$ cat src/rtl/vg_vmem_responder.sv
// Vector-RAM port arbiter: serves CPU byte accesses and VG 16-bit word fetches over one 8-bit memory.
// Optional macro VMEM_FAIR_ARB_EN adds a starvation counter so the VG eventually beats a busy CPU.
module vg_vmem_responder (
  input  logic        clk_12MHz,
  input  logic        reset,
  input  logic        fetch_req,
  input  logic [11:0] fetch_addr,
  input  logic        cpu_req,
  input  logic        cpu_we,
  input  logic [12:0] cpu_addr,
  input  logic [7:0]  cpu_wdata,
  input  logic [7:0]  mem_rdata,
  output logic [12:0] mem_addr,
  output logic        mem_we,
  output logic [7:0]  mem_wdata,
  output logic        vmem_not,
  output logic [15:0] vg_data,
  output logic        vg_valid,
  output logic [7:0]  cpu_rdata,
  output logic        cpu_ack
);

  typedef enum logic [2:0] {
    IDLE,
    CPU_ACC,
    VG_LO,
    VG_HI,
    VG_DONE
  } state_t;

  state_t      r_state;
  state_t      w_next;
  logic        w_cpu_go;
  logic        w_vg_go;
  logic        w_vg_pri;

  logic        r_cpu_phase;
  logic        r_cpu_we;
  logic [12:0] r_mem_addr;
  logic        r_mem_we;
  logic [7:0]  r_mem_wdata;
  logic [7:0]  r_lo_byte;
  logic [15:0] r_vg_data;
  logic        r_vg_valid;
  logic [7:0]  r_cpu_rdata;
  logic        r_cpu_ack;

`ifdef VMEM_FAIR_ARB_EN
  logic [2:0]  r_starve;

  // Counts arbitration losses of a waiting VG; reaching 4 hands the VG priority once.
  always_ff @(posedge clk_12MHz) begin
    if (reset)
      r_starve <= 3'd0;
    else if (w_vg_go)
      r_starve <= 3'd0;
    else if (w_cpu_go && fetch_req)
      r_starve <= r_starve + 3'd1;
  end

  assign w_vg_pri = (r_starve == 3'd4);
`else
  assign w_vg_pri = 1'b0;
`endif

  // NOTE: every output of a combinational block gets a default first, so no path can infer a latch.
  always_comb begin
    w_next   = r_state;
    w_cpu_go = 1'b0;
    w_vg_go  = 1'b0;
    case (r_state)
      IDLE: begin
        if (cpu_req && !(fetch_req && w_vg_pri)) begin
          w_next   = CPU_ACC;
          w_cpu_go = 1'b1;
        end else if (fetch_req) begin
          w_next  = VG_LO;
          w_vg_go = 1'b1;
        end
      end
      CPU_ACC: if (r_cpu_phase) w_next = IDLE;
      VG_LO:   w_next = VG_HI;
      VG_HI:   w_next = VG_DONE;
      VG_DONE: w_next = IDLE;
      default: w_next = IDLE;
    endcase
  end

  // NOTE: sequential state uses non-blocking assignments so every register samples pre-edge values.
  always_ff @(posedge clk_12MHz) begin
    if (reset)
      r_state <= IDLE;
    else
      r_state <= w_next;
  end

  // Memory outputs are loaded on the edge that enters a state, so read data returns one state later.
  always_ff @(posedge clk_12MHz) begin
    if (reset) begin
      r_cpu_phase <= 1'b0;
      r_cpu_we    <= 1'b0;
      r_mem_addr  <= 13'd0;
      r_mem_we    <= 1'b0;
      r_mem_wdata <= 8'd0;
      r_lo_byte   <= 8'd0;
      r_vg_data   <= 16'd0;
      r_vg_valid  <= 1'b0;
      r_cpu_rdata <= 8'd0;
      r_cpu_ack   <= 1'b0;
    end else begin
      r_mem_we    <= 1'b0;
      r_vg_valid  <= 1'b0;
      r_cpu_ack   <= 1'b0;
      r_cpu_phase <= (r_state == CPU_ACC) && !r_cpu_phase;

      if (w_cpu_go) begin
        r_mem_addr  <= cpu_addr;
        r_mem_we    <= cpu_we;
        r_mem_wdata <= cpu_wdata;
        r_cpu_we    <= cpu_we;
      end

      if (w_vg_go)
        r_mem_addr <= {fetch_addr, 1'b0};

      case (r_state)
        CPU_ACC: begin
          if (r_cpu_phase) begin
            r_cpu_ack <= 1'b1;
            if (!r_cpu_we) r_cpu_rdata <= mem_rdata;
          end
        end
        VG_LO:   r_mem_addr <= {r_mem_addr[12:1], 1'b1};
        VG_HI:   r_lo_byte  <= mem_rdata;
        VG_DONE: begin
          r_vg_data  <= {mem_rdata, r_lo_byte};
          r_vg_valid <= 1'b1;
        end
        default: ;
      endcase
    end
  end

  assign mem_addr  = r_mem_addr;
  assign mem_we    = r_mem_we;
  assign mem_wdata = r_mem_wdata;
  assign vg_data   = r_vg_data;
  assign vg_valid  = r_vg_valid;
  assign cpu_rdata = r_cpu_rdata;
  assign cpu_ack   = r_cpu_ack;
  assign vmem_not  = fetch_req && !r_vg_valid;

endmodule
$ cat config.mk
export PLATFORM = sky130hd
export DESIGN_NAME = vg_vmem_responder
export DESIGN_NICKNAME = d
export VERILOG_FILES = /design/src/rtl/vg_vmem_responder.sv
export SDC_FILE = /design/constraint.sdc
export NUM_CORES = 1
export LEC_CHECK = 0
export CAP_MARGIN = 5
export CORE_AREA = 2 2 77 79
export CTS_CLUSTER_DIAMETER = 50
export CTS_CLUSTER_SIZE = 16
export DETAILED_ROUTE_END_ITERATION = 8
export DIE_AREA = 0 0 79 81
export PLACE_DENSITY_LB_ADDON = 0.05
export SYNTH_ARGS = -nofsm -noshare
export SYNTH_HDL_FRONTEND = slang
export SYNTH_SLANG_ARGS = --single-unit
$ cat constraint.sdc
create_clock -name clk_12MHz -period 3.65 [get_ports clk_12MHz]
set_input_delay 0.73 -clock clk_12MHz [delete_from_list [all_inputs] [get_ports clk_12MHz]]
set_output_delay 0.73 -clock clk_12MHz [all_outputs]
set_load 0.02 [all_outputs]
* Word-level counts from Yosys, hierarchy flattened *
Index checks and enable logic that the tools add are counted.
W data, S select, Z words.

storage, ports and cells
  register bits after elaboration = 61
  input port bits = 46
  output and inout port bits = 49

operators by class
  equality and inequality tests = 6
  muxes and demuxes = 14
  bitwise logic cells = 4
  reduce and logical (&&, ||, !) cells = 12

operators by type and width
  cell                  number
  $mux W13              2
  $pmux W3 S4           1
  $mux W3               3
  $mux W1               8
  $eq A3 B2 Y1 const B  2
  $not A1 Y1            4
  $reduce_and A2 Y1     2
  $reduce_or A2 Y1      2
  $eq A3 B1 Y1 const B  1
  $eq A3 B3 Y1 const B  1
  $logic_not A3 Y1      1
  $ne A3 B3 Y1 const B  1
  $reduce_and A3 Y1     1
  $reduce_bool A3 Y1    1
  $logic_and A1 B1 Y1   2
  $logic_not A1 Y1      2
  $ne A2 B2 Y1 const B  1
  $reduce_bool A2 Y1    1

* Logic depth before layout (Yosys ltp) *
  depth in word-level cells = 5
  gate-level depth with buffers = 6

* Least setup slack after synthesis *
No wires, ideal clock.

  path kind = input to register
  start point = in cpu_req
  end point = reg r_mem_addr[10] (netlist: mem_addr[10])
  data arrival time = 1.649 ns
  path slack = 1.861 ns
  stages = 5
  path buffers = 2
  cell sequence = or4b_1 > clkbuf_1 > clkbuf_1 > nand2_1 > a311oi_2

between the ends
  cells in the longest elaborated chain, start to end = 4
  elaborated cells between the ends (all ways) = 7
  those cells by class = mux (5); reduce/logical (2)

RTL lines
  item                          RTL line  RTL
  start, declared               8         input logic cpu_req,
  $mux W1                       73        if (cpu_req && !(fetch_req && w_vg_pri)) begin
  $mux W1                       71        case (r_state)
  $reduce_bool A2 Y1 (no line)  n/a
  $reduce_and A2 Y1 (no line)   n/a
  end signal, assigned          117       r_mem_addr <= cpu_addr;
  end signal, assigned          124       r_mem_addr <= {fetch_addr, 1'b0};
  end signal, assigned          133       VG_LO: r_mem_addr <= {r_mem_addr[12:1], 1'b1};
  end, declared                 39        logic [12:0] r_mem_addr;

Parallel ways exist; a longest one is shown, timed or not.
A chain may end at the register's enable or synchronous reset.

* Worst setup path in the final report *
  start point = in fetch_req
  end point = out vmem_not

between the ends
  cells in the longest elaborated chain, start to end = 1

RTL lines
  item                 RTL line  RTL
  start, declared      6         input logic fetch_req,
  $logic_and A1 B1 Y1  151       assign vmem_not = fetch_req && !r_vg_valid;
  end, declared        16        output logic vmem_not,

No other way between the ends.

==> results.md <==
- Chip Width: 79 um
- Pin count of the biggest net entering global routing: 50
- Hold Violations, Final: 0
- WL met2: 2750 um
- RSZ-0062 raised after global routing: no
- Later-pin clock latency in the skew report: 0.33 ns
- Register area share after synthesis: 0.506
- CTS Buffer Depth: 2
- Reg-to-reg setup timing slack: 1.71 ns
- HP Start: mem_wdata[5]
- Layout Skew: between 0.009 and 0.01 ns
- PostCTS Resize Cnt: 0
- Share of post-route cells with drive strength above 1: 0.0977
- Antenna violations before repair: 0
- Max Fclk: 376 MHz
- M1 WL: about 2800 um
- Warnings from Yosys: 0
- Global route overflow: 0
- GRT Util Overall: 0.195
- CTS hold repair buffers: 0
- Die height: 81 um
- P_leak: between 1 and 1.5 nW
- Mapped Nets: 304
- Core area: 0.00568 mm2
- Global-route wire length before repair: 9640 um
- DRC viols: 0
- Core Rows: 28
- PD cells: 455 mW/mm2
- Total CTS buffers: 9
- Final cell count without fillers: 423
- Layout area overhead: 48.7%
- Maxcap violations: 0
- Max layer used: met4
- Layout Nets: ~390
- Worst setup SP type: primary input
- Ports: 95
- Mapped Avg Cell Area: 9.36 um2
- Worst-Margin Slew: 0.998 ns
- Period utilization: 0.728
- Final slew viol count: 0
- Post-CTS Repair Setup Buffers: 0
- Crit path arrival time: 1.93 ns
- Vias: 2128
- Worst Setup SP: fetch_req
- Final setup vio count: 0
- Setup TNS: 0 ns
- Synthesized area: 0.00241 mm2
- Reg2reg start: r_state[0]
- Initial drt markers: just under 70
- Distinct cells, synth: 31
- HP Class: flop to flop
- Largest fanout on the critical path: 2
- Post-DP HPWL: ~4000 um
- IO buf count: 94
- Final Wtd Congestion: ~0.70
- Root Driver: clkbuf_8
- Worst EP required: 2.92 ns
- Final min period: around 2.7 ns
- Syn Inst Count: 258
- Die area: roughly 0.0064 mm2
- Final instance area: 0.00359 mm2
- CTS clock-pin slew for the worst setup and hold paths: 0.06 ns
- Clock sink count: between 60 and 70
- Starting density of the core: 0.425
- Placement Cell Area: 0.00337 mm2
- CTS tree: yes
- Most common cell after layout, fill and taps aside: clkdlybuf4s50_1
- DR WL/cell: 14.2 um
- TritonRoute pass-1 iters: 4
- Critical path type: primary input to output pin
- H-Tree Level Count: 3
- Final wirelength: 6000 um
- Crit end category: output pin
- Placed insts: 407
- Post-route ant nets: 0
- Met3 wire len: roughly 400 um
- Relative max-transition margin: 0.325
- Vias in the first global route: 2005
- Max VDD drop: 0.000232 V
- Status: complete, no violations
- Most frequent cells in the layout: clkdlybuf4s50_1 (93), dfxtp_1 (61), nand2_1 (42), nor2_1 (27), mux2i_1 (24)
- Antenna cells: 0
- Via-per-instance ratio: 5.03
- Synth Register Bits: 61
==> worst paths after layout <==
kind / to / cells after the start
setup / recovery: vmem_not / 3
hold / removal: mem_wdata[5] / 2
setup reg to reg: cpu_rdata[6] / 3
hold reg to reg: mem_wdata[5] / 2
==> cell type report <==
cell class,count,area (um2)
multi-input cells,172,1090
repair buffers,97,958
well taps,75,93.8
fillers,509,2080
clock inverters,6,86.3
clock buffers,10,138
flip-flops and latches,61,1220
inverters,2,7.51
==> where the power goes <==
group / switching, W / internal, W / total (W) / leakage (nW)
clock network: 0.000259 / 0.000402 / 0.000661 / 0.112
registers: 0.0000242 / 0.000697 / 0.000721 / 0.496
logic: 0.000124 / 0.000128 / 0.000253 / 0.686
==> registers in the layout, summed over array words and instances, names as in the netlist <==
name,count
vg_data,16
mem_we,1
r_state,3
cpu_rdata,8
cpu_ack,1
mem_wdata,8
r_cpu_phase,1
vg_valid,1
r_lo_byte,8
mem_addr,13
r_cpu_we,1
==> cell usage after synthesis, drive strengths merged <==
| master | count | area [um2] |
|---|---|---|
| and4b | 1 | 10.0 |
| or4b | 1 | 10.0 |
| nor2 | 27 | 101 |
| a21oi | 19 | 95.1 |
| dfxtp | 61 | 1220 |
| nand2b | 2 | 12.5 |
| o21ai | 8 | 40.0 |
| nand4bb | 1 | 11.3 |
| nand3b | 1 | 7.51 |
| or2 | 1 | 8.76 |
| o211ai | 1 | 7.51 |
| clkbuf | 12 | 45.0 |
| nor4b | 1 | 15.0 |
| nand3 | 8 | 40.0 |
| nor4bb | 2 | 20.0 |
| inv | 2 | 7.51 |
| a311oi | 12 | 168 |
| nand2 | 42 | 158 |
| or3 | 2 | 17.5 |
| o22a | 1 | 8.76 |
| buf | 11 | 68.8 |
| nor3 | 13 | 65.1 |
| mux2i | 24 | 240 |
| a2111oi | 1 | 8.76 |
| nor2b | 2 | 12.5 |
| nor3b | 2 | 15.0 |
==> worst max-delay path, stage by stage <==
cell	delay, ns
clkdlybuf4s50_1	0.47
nor2b_1	0.13
clkdlybuf4s50_1	0.60
==> routing by layer <==
layer / global-route usage / vias to the layer above
li1: - / 1065
met1: 0.241 / 986
met2: 0.315 / 72
met3: 0.0700 / 5
met4: 0.0724 / 0
met5: 0 / -
==> kinds of logic (layout without fill, tap and decap cells) <==
family / count (synthesis) / count (layout) / synth area share
AO/OA/AOI/OAI: 42 / 42 / 0.136
buffers and inverters: 25 / 115 / 0.0503
flip-flops: 61 / 61 / 0.506
multiplexers: 24 / 24 / 0.0995
AND/OR/NAND/NOR: 106 / 106 / 0.209
==> metrics by stage <==
step / util / total power, W / setup WS (ns) / hold slack (ns)
after global placement: 0.593 / 0.000988 / 0.995 / 0.446
final: 0.633 / 0.00163 / 0.992 / 0.459
after CTS: 0.633 / 0.00165 / 0.982 / 0.465
after floorplan: - / 0.000867 / 1.86 / 0.450
after global routing: 0.633 / 0.00171 / 0.943 / 0.482
after detailed placement: 0.593 / 0.000990 / 0.984 / 0.453
Note: power is estimated with default switching activity, not from simulation.
